File: config.mk
export PLATFORM = sky130hd
export DESIGN_NAME = stretch_multi_flat
export DESIGN_NICKNAME = d
export VERILOG_FILES = /design/src/rtl/stretch_pkg.sv /design/src/rtl/stretch_multi_if.sv /design/src/rtl/stretch_chan.sv /design/src/rtl/stretch_multi.sv /design/src/flat_wrapper.sv
export SDC_FILE = /design/constraint.sdc
export NUM_CORES = 1
export LEC_CHECK = 0
export CAP_MARGIN = 20
export CORE_MARGIN = 1
export CORE_UTILIZATION = 42
export CTS_BUF_LIST = sky130_fd_sc_hd__clkbuf_8
export DETAILED_ROUTE_END_ITERATION = 6
export PLACE_DENSITY = 0.59
export SYNTH_ARGS = -nofsm -noshare
export SYNTH_HDL_FRONTEND = slang
export SYNTH_SLANG_ARGS = --single-unit
File: constraint.sdc
create_clock -name clk -period 2.9 [get_ports clk]
set_clock_uncertainty 0.05 [all_clocks]
set_input_delay 0.58 -clock clk [delete_from_list [all_inputs] [get_ports clk]]
set_output_delay 0.58 -clock clk [all_outputs]
set_load 0.1 [all_outputs]
File: src/rtl/stretch_pkg.sv
// Shared types and constants for the multi-channel pulse stretcher.
package stretch_pkg;

  typedef enum logic {
    FOLLOW = 1'b0,
    HOLD   = 1'b1
  } chan_state_e;

  localparam int unsigned DEFAULT_SYSTEM_CLOCK = 50_000_000;
  localparam int unsigned HOLD_DIVISOR         = 8;
  localparam int unsigned DEFAULT_HOLD_CLKS    = DEFAULT_SYSTEM_CLOCK / HOLD_DIVISOR;

  // The counter only ever holds HOLD_CLKS-1, but keep at least one bit.
  function automatic int unsigned cnt_width(input int unsigned hold_clks);
    int unsigned w;
    w = $clog2(hold_clks);
    return (w < 1) ? 1 : w;
  endfunction

endpackage

File: src/rtl/stretch_multi_if.sv
// Channel bundle between the event sources and the stretcher.
// Handshake: none; clear and in are levels sampled every clk, out and busy are registered levels.
interface stretch_multi_if #(
  parameter int unsigned CHANNELS = 4
);

  logic                clear;
  logic [CHANNELS-1:0] in;
  logic [CHANNELS-1:0] out;
  logic [CHANNELS-1:0] busy;

  modport master (
    output clear,
    output in,
    input  out,
    input  busy
  );

  modport slave (
    input  clear,
    input  in,
    output out,
    output busy
  );

endinterface

File: src/rtl/stretch_chan.sv
// One stretcher channel: synchroniser, rise detect, FOLLOW/HOLD FSM and hold counter.
module stretch_chan
  import stretch_pkg::*;
#(
  parameter int unsigned HOLD_CLKS   = 8,
  parameter int unsigned SYNC_STAGES = 2,
  parameter bit          RETRIGGER   = 1'b1,
  parameter bit          INVERT      = 1'b0
) (
  input  logic clk,
  input  logic rst_n,
  input  logic clear,
  input  logic in_raw,
  output logic out,
  output logic busy
);

  localparam int unsigned   CW     = cnt_width(HOLD_CLKS);
  localparam logic [CW-1:0] RELOAD = CW'(HOLD_CLKS - 1);

  logic [SYNC_STAGES-1:0] sync_q, sync_d;
  logic                   s;
  logic                   s_dly_q, s_dly_d;
  logic                   rise;
  chan_state_e            state_q, state_d;
  logic [CW-1:0]          cnt_q, cnt_d;
  logic                   out_q, out_d;

  // sync_q[0] is the metastable-capture stage; the last stage is the clean level.
  always_comb begin
    sync_d  = {sync_q[SYNC_STAGES-2:0], in_raw ^ INVERT};
    s       = sync_q[SYNC_STAGES-1];
    s_dly_d = s;
    rise    = s & ~s_dly_q;
  end

  // clear leaves the synchroniser alone, so a level that is still high produces no new rise.
  always_comb begin
    state_d = state_q;
    cnt_d   = cnt_q;
    out_d   = out_q;
    if (clear) begin
      state_d = FOLLOW;
      cnt_d   = '0;
      out_d   = 1'b0;
    end else begin
      case (state_q)
        FOLLOW: begin
          if (rise) begin
            out_d   = 1'b1;
            cnt_d   = RELOAD;
            state_d = HOLD;
          end else begin
            out_d = s;
          end
        end
        HOLD: begin
          out_d = 1'b1;
          if (rise && RETRIGGER) begin
            cnt_d = RELOAD;
          end else if (cnt_q != '0) begin
            cnt_d = cnt_q - CW'(1);
          end else begin
            state_d = FOLLOW;
            out_d   = s;
          end
        end
        default: begin
          state_d = FOLLOW;
        end
      endcase
    end
  end

  always_ff @(posedge clk or negedge rst_n) begin
    if (!rst_n) begin
      sync_q  <= '0;
      s_dly_q <= 1'b0;
      state_q <= FOLLOW;
      cnt_q   <= '0;
      out_q   <= 1'b0;
    end else begin
      sync_q  <= sync_d;
      s_dly_q <= s_dly_d;
      state_q <= state_d;
      cnt_q   <= cnt_d;
      out_q   <= out_d;
    end
  end

  assign out  = out_q;
  assign busy = (state_q == HOLD);

endmodule

File: src/rtl/stretch_multi.sv
// Multi-channel minimum-duration pulse stretcher; one independent stretch_chan per input.
module stretch_multi
  import stretch_pkg::*;
#(
  parameter int unsigned         SYSTEM_CLOCK = DEFAULT_SYSTEM_CLOCK,
  parameter int unsigned         HOLD_CLKS    = SYSTEM_CLOCK / HOLD_DIVISOR,
  parameter int unsigned         CHANNELS     = 4,
  parameter int unsigned         SYNC_STAGES  = 2,
  parameter bit                  RETRIGGER    = 1'b1,
  parameter logic [CHANNELS-1:0] INVERT       = '0
) (
  input  logic            clk,
  input  logic            rst_n,
  stretch_multi_if.slave  bus
);

  if (HOLD_CLKS < 1) begin : g_chk_hold
    $error("stretch_multi: HOLD_CLKS must be >= 1");
  end
  if (SYNC_STAGES < 2) begin : g_chk_sync
    $error("stretch_multi: SYNC_STAGES must be >= 2");
  end
  if (CHANNELS < 1) begin : g_chk_chan
    $error("stretch_multi: CHANNELS must be >= 1");
  end

  logic [CHANNELS-1:0] out_w;
  logic [CHANNELS-1:0] busy_w;

  for (genvar i = 0; i < CHANNELS; i++) begin : g_chan
    stretch_chan #(
      .HOLD_CLKS   (HOLD_CLKS),
      .SYNC_STAGES (SYNC_STAGES),
      .RETRIGGER   (RETRIGGER),
      .INVERT      (INVERT[i])
    ) u_chan (
      .clk    (clk),
      .rst_n  (rst_n),
      .clear  (bus.clear),
      .in_raw (bus.in[i]),
      .out    (out_w[i]),
      .busy   (busy_w[i])
    );
  end

  assign bus.out  = out_w;
  assign bus.busy = busy_w;

endmodule

File: src/flat_wrapper.sv
// flat-port wrapper written by rule: the top's interface ports become plain ports
module stretch_multi_flat import stretch_pkg::*;
#(
  parameter int unsigned         SYSTEM_CLOCK = DEFAULT_SYSTEM_CLOCK,
  parameter int unsigned         HOLD_CLKS    = SYSTEM_CLOCK / HOLD_DIVISOR,
  parameter int unsigned         CHANNELS     = 4,
  parameter int unsigned         SYNC_STAGES  = 2,
  parameter bit                  RETRIGGER    = 1'b1,
  parameter logic [CHANNELS-1:0] INVERT       = '0
)
  (clk, rst_n, bus_clear, bus_in, bus_out, bus_busy);
  stretch_multi_if #(.CHANNELS(CHANNELS)) bus_i ();
  input  logic clk;
  input  logic rst_n;
  input wire logic [$bits(bus_i.clear)-1:0] bus_clear;
  input wire logic [$bits(bus_i.in)-1:0] bus_in;
  output wire logic [$bits(bus_i.out)-1:0] bus_out;
  output wire logic [$bits(bus_i.busy)-1:0] bus_busy;
  assign bus_i.clear = bus_clear;
  assign bus_i.in = bus_in;
  assign bus_out = bus_i.out;
  assign bus_busy = bus_i.busy;
  stretch_multi #(.SYSTEM_CLOCK(SYSTEM_CLOCK), .HOLD_CLKS(HOLD_CLKS), .CHANNELS(CHANNELS), .SYNC_STAGES(SYNC_STAGES), .RETRIGGER(RETRIGGER), .INVERT(INVERT)) u_core (.clk(clk), .rst_n(rst_n), .bus(bus_i));
endmodule
==> run summary, run 1 <==
fill count: 1307
Switch Pwr: 1120 uW
Initial Util: 43.6%
fmax: 0.381 GHz
Via density: 5.91
hpwl dp: 8670 um
DRT iter0 DRCs: 319
H-tree lvl count: 3
sequential share of power: 50.9%
Ant. Diodes: 0
initial antenna violation count: 0
Worst EP arrival: 2.89 ns
Hold Crit Class: in -> async
I/O pin total: 15
Synth area leader: dfrtp_1
clock network fraction of total power: 26.9%
power density over the cells: 549 mW/mm^2
synthesized cell area: 0.00586 mm^2
Syn Inst Count: 603
max cap viols: 0
critical path type: reg -> reg
setup tns final: 0 ns
RSZ-0062 raised after global routing: no
Hold Vio Cnt, Final: 0
CP required: 3.17 ns
min cycle time layout: 2.62 ns
Seq/Total Area, Yosys: 47.8%
Die H: 120 um
Pleak: 0.00266 uW
area growth from synthesis to layout: 9.17%
r2r startpoint: u_core.g_chan[3].u_chan.cnt_q[0]
Layout Nets: 624
CTS Sinks: 112
max-slew violations: 0
Via Count: 4696
Clock Latency Late Sink: 0.38 ns
CTS tree: yes
largest net degree at the start of global routing: 52
share of layout cells above drive strength 1: 11.7%
Bufs on Longest Clock Path: 2
Critical Path End: u_core.g_chan[3].u_chan.cnt_q[1]
Tightest Pin Transition: 0.695 ns
CP Capture Type: register
PostCTS Resize Cnt: 0
switching share of total power: 31.8%
Synth cell types: 61
hold_buf cts: 0
post-CTS setup buffer count: 0
CP max FO: 9
Peak VDD IR: 422 uV
Die X: 120 um
count of input and output buffers: 14
Worst Setup SP: u_core.g_chan[3].u_chan.cnt_q[0]
Core ar.: 0.0135 mm^2
Clk pin slew, worst setup/hold paths: 0.10 ns
Pre-antenna DRT Iters: 5
Ys Warns: 0
number of flops mapped to enable cells by yosys: 0
ys async rst share: 100%
post-synth top area share: 47.8%
clock root buffer: clkbuf_8
FF-to-FF path depth: 7
vias in the first global route: 4620
final setup vio count: 0
routed length per placed instance: 16.0 um
Rel. slew slack: 52.4%
Synth Register Bits: 112
number of routed nets with antenna violations: 0
CTS buffer count: 9
period utilisation layout: 90.5%
Final GP Congestion: 0.815
FF-to-FF setup slack: 0.28 ns
Total Power: 3510 uW
FP Rows: 42
die footprint: 0.0144 mm^2
Main synth FF type: dfrtp_1
RR Endpoint: u_core.g_chan[3].u_chan.cnt_q[1]
startpoint types: register
Synth Net Count: 614
outcome: complete, no violations
DRC: 0
first-pass GRT wire length: 22100 um
Routed WL: 12700 um
Syn Area/Cell: 9.73 um^2
P_int: 2400 uW
gr ovfl total: 0
Synth area leaders: dfrtp_1 (48%), a21oi_1 (4.6%), xor2_1 (4.2%)
GRT Total Usage: 19.0%
combinational power share: 22.2%
==> cells by family after synthesis <==
kind of cell | share of synthesized area, %
simple gates | 22.9
compound gates | 18.0
flops | 47.8
buf+inv | 4.01
xor+xnor | 5.23
mux | 1.24
fa+ha+maj | 0.853
==> final cells by class <==
| class | instances | area [um^2] | share of cell area (%) |
|---|---|---|---|
| inverter | 15 | 56.3 | 0.879 |
| tap | 176 | 220 | 3.44 |
| timing repair buffer | 37 | 298 | 4.65 |
| sequential | 112 | 2800 | 43.8 |
| multi-input combinational | 438 | 2830 | 44.1 |
| clock buffer | 11 | 151 | 2.36 |
| clock inverter | 5 | 47.5 | 0.743 |
==> per-stage QoR <==
stage | area (um^2) | worst slack (ns) | cells | hold slack (ns) | util [%]
2_1_floorplan | 5860 | 0.231 | 603 | 0.234 | -
3_3_place_gp | 6200 | 0.343 | 778 | 0.283 | 46.1
3_5_place_dp | 6200 | 0.305 | 778 | 0.285 | 46.1
4_1_cts | 6400 | 0.284 | 794 | 0.0488 | 47.6
5_1_grt | 6400 | 0.115 | 794 | 0.0739 | 47.6
6_report | 6400 | 0.277 | 794 | 0.0589 | 47.6
==> cells in the mapped netlist (all sizes together), types with 6 or more instances <==
cell      n
dfrtp   112
a21oi    54
nor2     46
nor3     30
or3      29
xor2     28
or4      26
clkbuf   23
o21ai    22
nand2    20
o211ai   20
a31oi    16
buf      15
inv      15
nor4     14
nand2b   13
nand4    12
o31ai    11
or2      10
o41ai     7
xnor2     7
a311oi    6
==> metal layers <==
metal	GRT usage (%)	part of all wire (%)	vias to the layer above
met2	30.1	47	86
met4	4.69	0.72	0
li1	-	-	2284
met5	0	0	-
met3	4.75	3.4	11
met1	25.9	49	2315
==> critical path, cell delays in order, from the launching register on <==
cell	delay, ns
dfrtp_1	0.42
inv_1	0.11
ha_1	0.17
or4b_2	0.62
or3_1	0.52
o21ai_2	0.19
mux2_2	0.35
a21oi_1	0.13
==> registers in the layout, summed over array words and instances (netlist names) <==
name                          cells
u_core.g_chan.u_chan.out          4
u_core.g_chan.u_chan.cnt_q       92
u_core.g_chan.u_chan.sync_q       8
u_core.g_chan.u_chan.s_dly_q      4
u_core.g_chan.u_chan.busy         4
==> layout by cell type, fill, tap and decap left out, types with 10 or more instances in the layout <==
cell / netlist / final
o21ai_0: 16 / 16
buf_4: 8 / 31
a21oi_1: 54 / 54
nor2_1: 46 / 46
xor2_1: 28 / 28
o31ai_1: 11 / 11
dfrtp_1: 112 / 112
nand2b_1: 13 / 13
a31oi_1: 16 / 16
clkbuf_8: 0 / 11
nor3_1: 30 / 30
inv_1: 15 / 17
or4_1: 25 / 25
nand2_1: 20 / 20
or3_1: 29 / 29
or2_2: 10 / 10
nor4_1: 11 / 11
nand4_1: 12 / 12
o211ai_1: 18 / 18
==> worst min-delay path by stage <==
| stage | cells past startpoint | end | from |
|---|---|---|---|
| 2_1_floorplan | 0 | u_core.g_chan[0].u_chan.busy | rst_n |
| 3_3_place_gp | 0 | u_core.g_chan[1].u_chan.sync_q[1] | u_core.g_chan[1].u_chan.sync_q[0] |
| 3_5_place_dp | 0 | u_core.g_chan[3].u_chan.sync_q[1] | u_core.g_chan[3].u_chan.sync_q[0] |
| 4_1_cts | 1 | u_core.g_chan[3].u_chan.cnt_q[6] | rst_n |
| 5_1_grt | 1 | u_core.g_chan[3].u_chan.cnt_q[6] | rst_n |
| 6_report | 1 | u_core.g_chan[3].u_chan.cnt_q[8] | rst_n |
==> power by group through the flow <==
stage	sequential, uW	clock, uW	combinational [uW]
4_1_cts	1790	994	783
3_5_place_dp	1820	0	780
2_1_floorplan	1780	0	599
6_report	1790	946	780
3_3_place_gp	1810	0	766
5_1_grt	1810	1040	874
No activity file was read; power rests on OpenSTA's default activity.
==> run 2: changes to the inputs <==
--- a/config.mk
+++ b/config.mk
@@ -6,11 +6,11 @@
 export NUM_CORES = 1
 export LEC_CHECK = 0
 export CAP_MARGIN = 20
-export CORE_MARGIN = 1
 export CORE_UTILIZATION = 42
 export CTS_BUF_LIST = sky130_fd_sc_hd__clkbuf_8
 export DETAILED_ROUTE_END_ITERATION = 6
 export PLACE_DENSITY = 0.59
+export SKIP_CTS_REPAIR_TIMING = 1
 export SYNTH_ARGS = -nofsm -noshare
 export SYNTH_HDL_FRONTEND = slang
 export SYNTH_SLANG_ARGS = --single-unit
==> results of run 2 <==
No change in the layout: final DEF, timing and power equal those of run 1.
==> run 3: changes to the inputs <==
--- a/config.mk
+++ b/config.mk
@@ -9,7 +9,8 @@
 export CORE_UTILIZATION = 42
 export CTS_BUF_LIST = sky130_fd_sc_hd__clkbuf_8
 export DETAILED_ROUTE_END_ITERATION = 6
-export PLACE_DENSITY = 0.59
+export HOLD_SLACK_MARGIN = 0.05
+export PLACE_DENSITY = 0.61
 export SKIP_CTS_REPAIR_TIMING = 1
 export SYNTH_ARGS = -nofsm -noshare
 export SYNTH_HDL_FRONTEND = slang
==> constraint.sdc (replaced) <==
create_clock -name clk -period 2.36 [get_ports clk]
set_clock_uncertainty 0.05 [all_clocks]
set_input_delay 0.472 -clock clk [delete_from_list [all_inputs] [get_ports clk]]
set_output_delay 0.472 -clock clk [all_outputs]
set_load 0.1 [all_outputs]
==> run summary, run 3 (synthesis results as in run 1) <==
outcome: complete, but fails checks (was complete, no violations)
failing checks: setup timing
Worst Setup SP: u_core.g_chan[3].u_chan.cnt_q[19] (was u_core.g_chan[3].u_chan.cnt_q[0])
routed length per placed instance: 15.6 um (was 16.0 um)
r2r startpoint: u_core.g_chan[3].u_chan.cnt_q[19] (was u_core.g_chan[3].u_chan.cnt_q[0])
Tightest Pin Transition: 0.639 ns (was 0.695 ns)
DRT iter0 DRCs: 290 (was 319)
Slowest Stage Delay on Critical Path: 0.56 ns (was 0.62 ns)
critical path type: reg -> reg (unchanged)
crit-path most repeated cell: or4_4
CTS Sinks: 112 (unchanged)
Regs by FF count: u_core.g_chan.u_chan.cnt_q (92), u_core.g_chan.u_chan.sync_q (8) (unchanged)
Layout Nets: 692 (was 624)
Via Count: 4928 (was 4696)
clock root buffer: clkbuf_8 (unchanged)
Die X: 120 um (unchanged)
I/O pin total: 15 (unchanged)
number of flip-flops in the largest register: 92 (unchanged)
Initial Util: 43.6% (unchanged)
final setup vio count: 1 (was 0)
CP Capture Type: register (unchanged)
Critical Path End: u_core.g_chan[3].u_chan.cnt_q[1] (unchanged)
Hold WS: 0.107 ns (was 0.0589 ns)
Post-Place Setup Slack: -0.0364 ns (was 0.305 ns)
Clk pin slew, worst setup/hold paths: 0.10 ns (about the same)
gr ovfl total: 0 (unchanged)
first-pass GRT wire length: 22800 um (was 22100 um)
final core utilization: 52.8% (was 47.6%)
max cap viols: 0 (unchanged)
Core ar.: 0.0135 mm^2 (unchanged)
CP max stage cell: or4_4 (was or4b_2)
Levels on crit path: 6 (was 7)
min cycle time layout: 2.36 ns (was 2.62 ns)
startpoint types: register (unchanged)
Hold Crit Class: in -> async (unchanged)
largest net degree at the start of global routing: 113 (was 52)
power density over the cells: 649 mW/mm^2 (was 549 mW/mm^2)
Clock Latency Late Sink: 0.38 ns (about the same)
Biggest register: u_core.g_chan.u_chan.cnt_q (unchanged)
final worst slack: -0.00170 ns (was 0.277 ns)
CP top delay family: simple AND/OR/NAND/NOR gates (unchanged)
H-tree lvl count: 3 (unchanged)
Peak VDD IR: 528 uV (was 422 uV)
commonest non-fill, non-tap cell in the layout: dfrtp_1 (unchanged)
setup tns final: -0.00170 ns (was 0 ns)
Die H: 120 um (unchanged)
Via density: 5.72 (was 5.91)
FF-to-FF path depth: 6 (was 7)
Rel. slew slack: 57.3% (was 52.4%)
hpwl dp: 8960 um (was 8670 um)
max-slew violations: 0 (unchanged)
count of input and output buffers: 14 (unchanged)
FF-to-FF setup slack: -0.002 ns (was 0.28 ns)
vias in the first global route: 4866 (was 4620)
Bufs on Longest Clock Path: 2 (unchanged)
CTS tree: yes (unchanged)
worst-path cell chain: or4_4 -> or4_4 -> buf_12 -> o21ai_4 -> mux2_4 -> a21oi_2 (was inv_1 -> ha_1 -> or4b_2 -> or3_1 -> o21ai_2 -> mux2_2 -> a21oi_1)
FP Rows: 42 (unchanged)
die footprint: 0.0144 mm^2 (unchanged)
Pleak: 0.00303 uW (was 0.00266 uW)
buffers and inverters on the worst path: 1 (unchanged)
Worst EP arrival: 2.63 ns (was 2.89 ns)
CP required: 2.63 ns (was 3.17 ns)
RSZ-0062 raised after global routing: yes (was no)
fmax: 0.423 GHz (was 0.381 GHz)
RR Endpoint: u_core.g_chan[3].u_chan.cnt_q[1] (unchanged)
area growth from synthesis to layout: 21.2% (was 9.17%)
CP max FO: 6 (was 9)
Final GP Congestion: 0.852 (was 0.815)
commonest non-fill, non-tap cells in the layout: dfrtp_1 (112), buf_4 (97), a21oi_1 (51) (was dfrtp_1 (112), a21oi_1 (54), nor2_1 (46))
initial antenna violation count: 0 (unchanged)
Routed WL: 13500 um (was 12700 um)
period utilisation layout: 100% (was 90.5%)
CTS buffer count: 9 (unchanged)
share of layout cells above drive strength 1: 24.5% (was 11.7%)
number of routed nets with antenna violations: 0 (unchanged)
Pre-antenna DRT Iters: 5 (unchanged)
DRC: 0 (unchanged)
Ant. Diodes: 0 (unchanged)
Hold Vio Cnt, Final: 0 (unchanged)
GRT Total Usage: 19.6% (was 19.0%)
run 3: worst min-delay path by stage:
stage                                 startpoint                                 to  slack [ns]  cells past startpoint
2_1_floorplan                              rst_n       u_core.g_chan[0].u_chan.busy        0.13                      0
3_3_place_gp   u_core.g_chan[3].u_chan.sync_q[0]  u_core.g_chan[3].u_chan.sync_q[1]        0.28                      0
3_5_place_dp   u_core.g_chan[3].u_chan.sync_q[0]  u_core.g_chan[3].u_chan.sync_q[1]        0.29                      0
4_1_cts                                    rst_n   u_core.g_chan[3].u_chan.cnt_q[7]        0.12                      2
5_1_grt                                    rst_n   u_core.g_chan[3].u_chan.cnt_q[7]        0.11                      2
6_report                                   rst_n   u_core.g_chan[3].u_chan.cnt_q[7]        0.11                      2
run 3: layout make-up:
cell class / count / area (um^2)
repair buffers: 105 / 838
inverters: 15 / 56.3
flip-flops and latches: 112 / 2800
multi-input cells: 438 / 2980
clock inverters: 5 / 55.1
well taps: 176 / 220
clock buffers: 11 / 151
fillers: 1227 / 6350
run 3: power breakdown:
group	switching, uW	total, uW	internal, uW
Clock	633	1180	545
Combinational	708	1260	552
Sequential	124	2170	2050
run 3: stage by stage:
stage                     cells  instance area [um^2]  power (uW)
after floorplan             603                  5920        2950
after CTS                   851                  6870        4560
after global placement      835                  6670        3330
final                       862                  7110        4610
after global routing        862                  7110        4880
after detailed placement    835                  6670        3360
run 3: worst reg2reg max path, cell delays in order, from the launching register on:
cell and delay, ns:
dfrtp_1 0.40, or4_4 0.56, or4_4 0.55, buf_12 0.17, o21ai_4 0.13, mux2_4 0.32
a21oi_2 0.12
run 3: routing by layer:
layer	vias up	global-route usage (%)	wire (um)
met4	0	6.64	54
met2	68	32.5	6680
li1	2415	-	-
met5	-	0	0
met1	2441	25.5	6340
met3	4	3.75	408
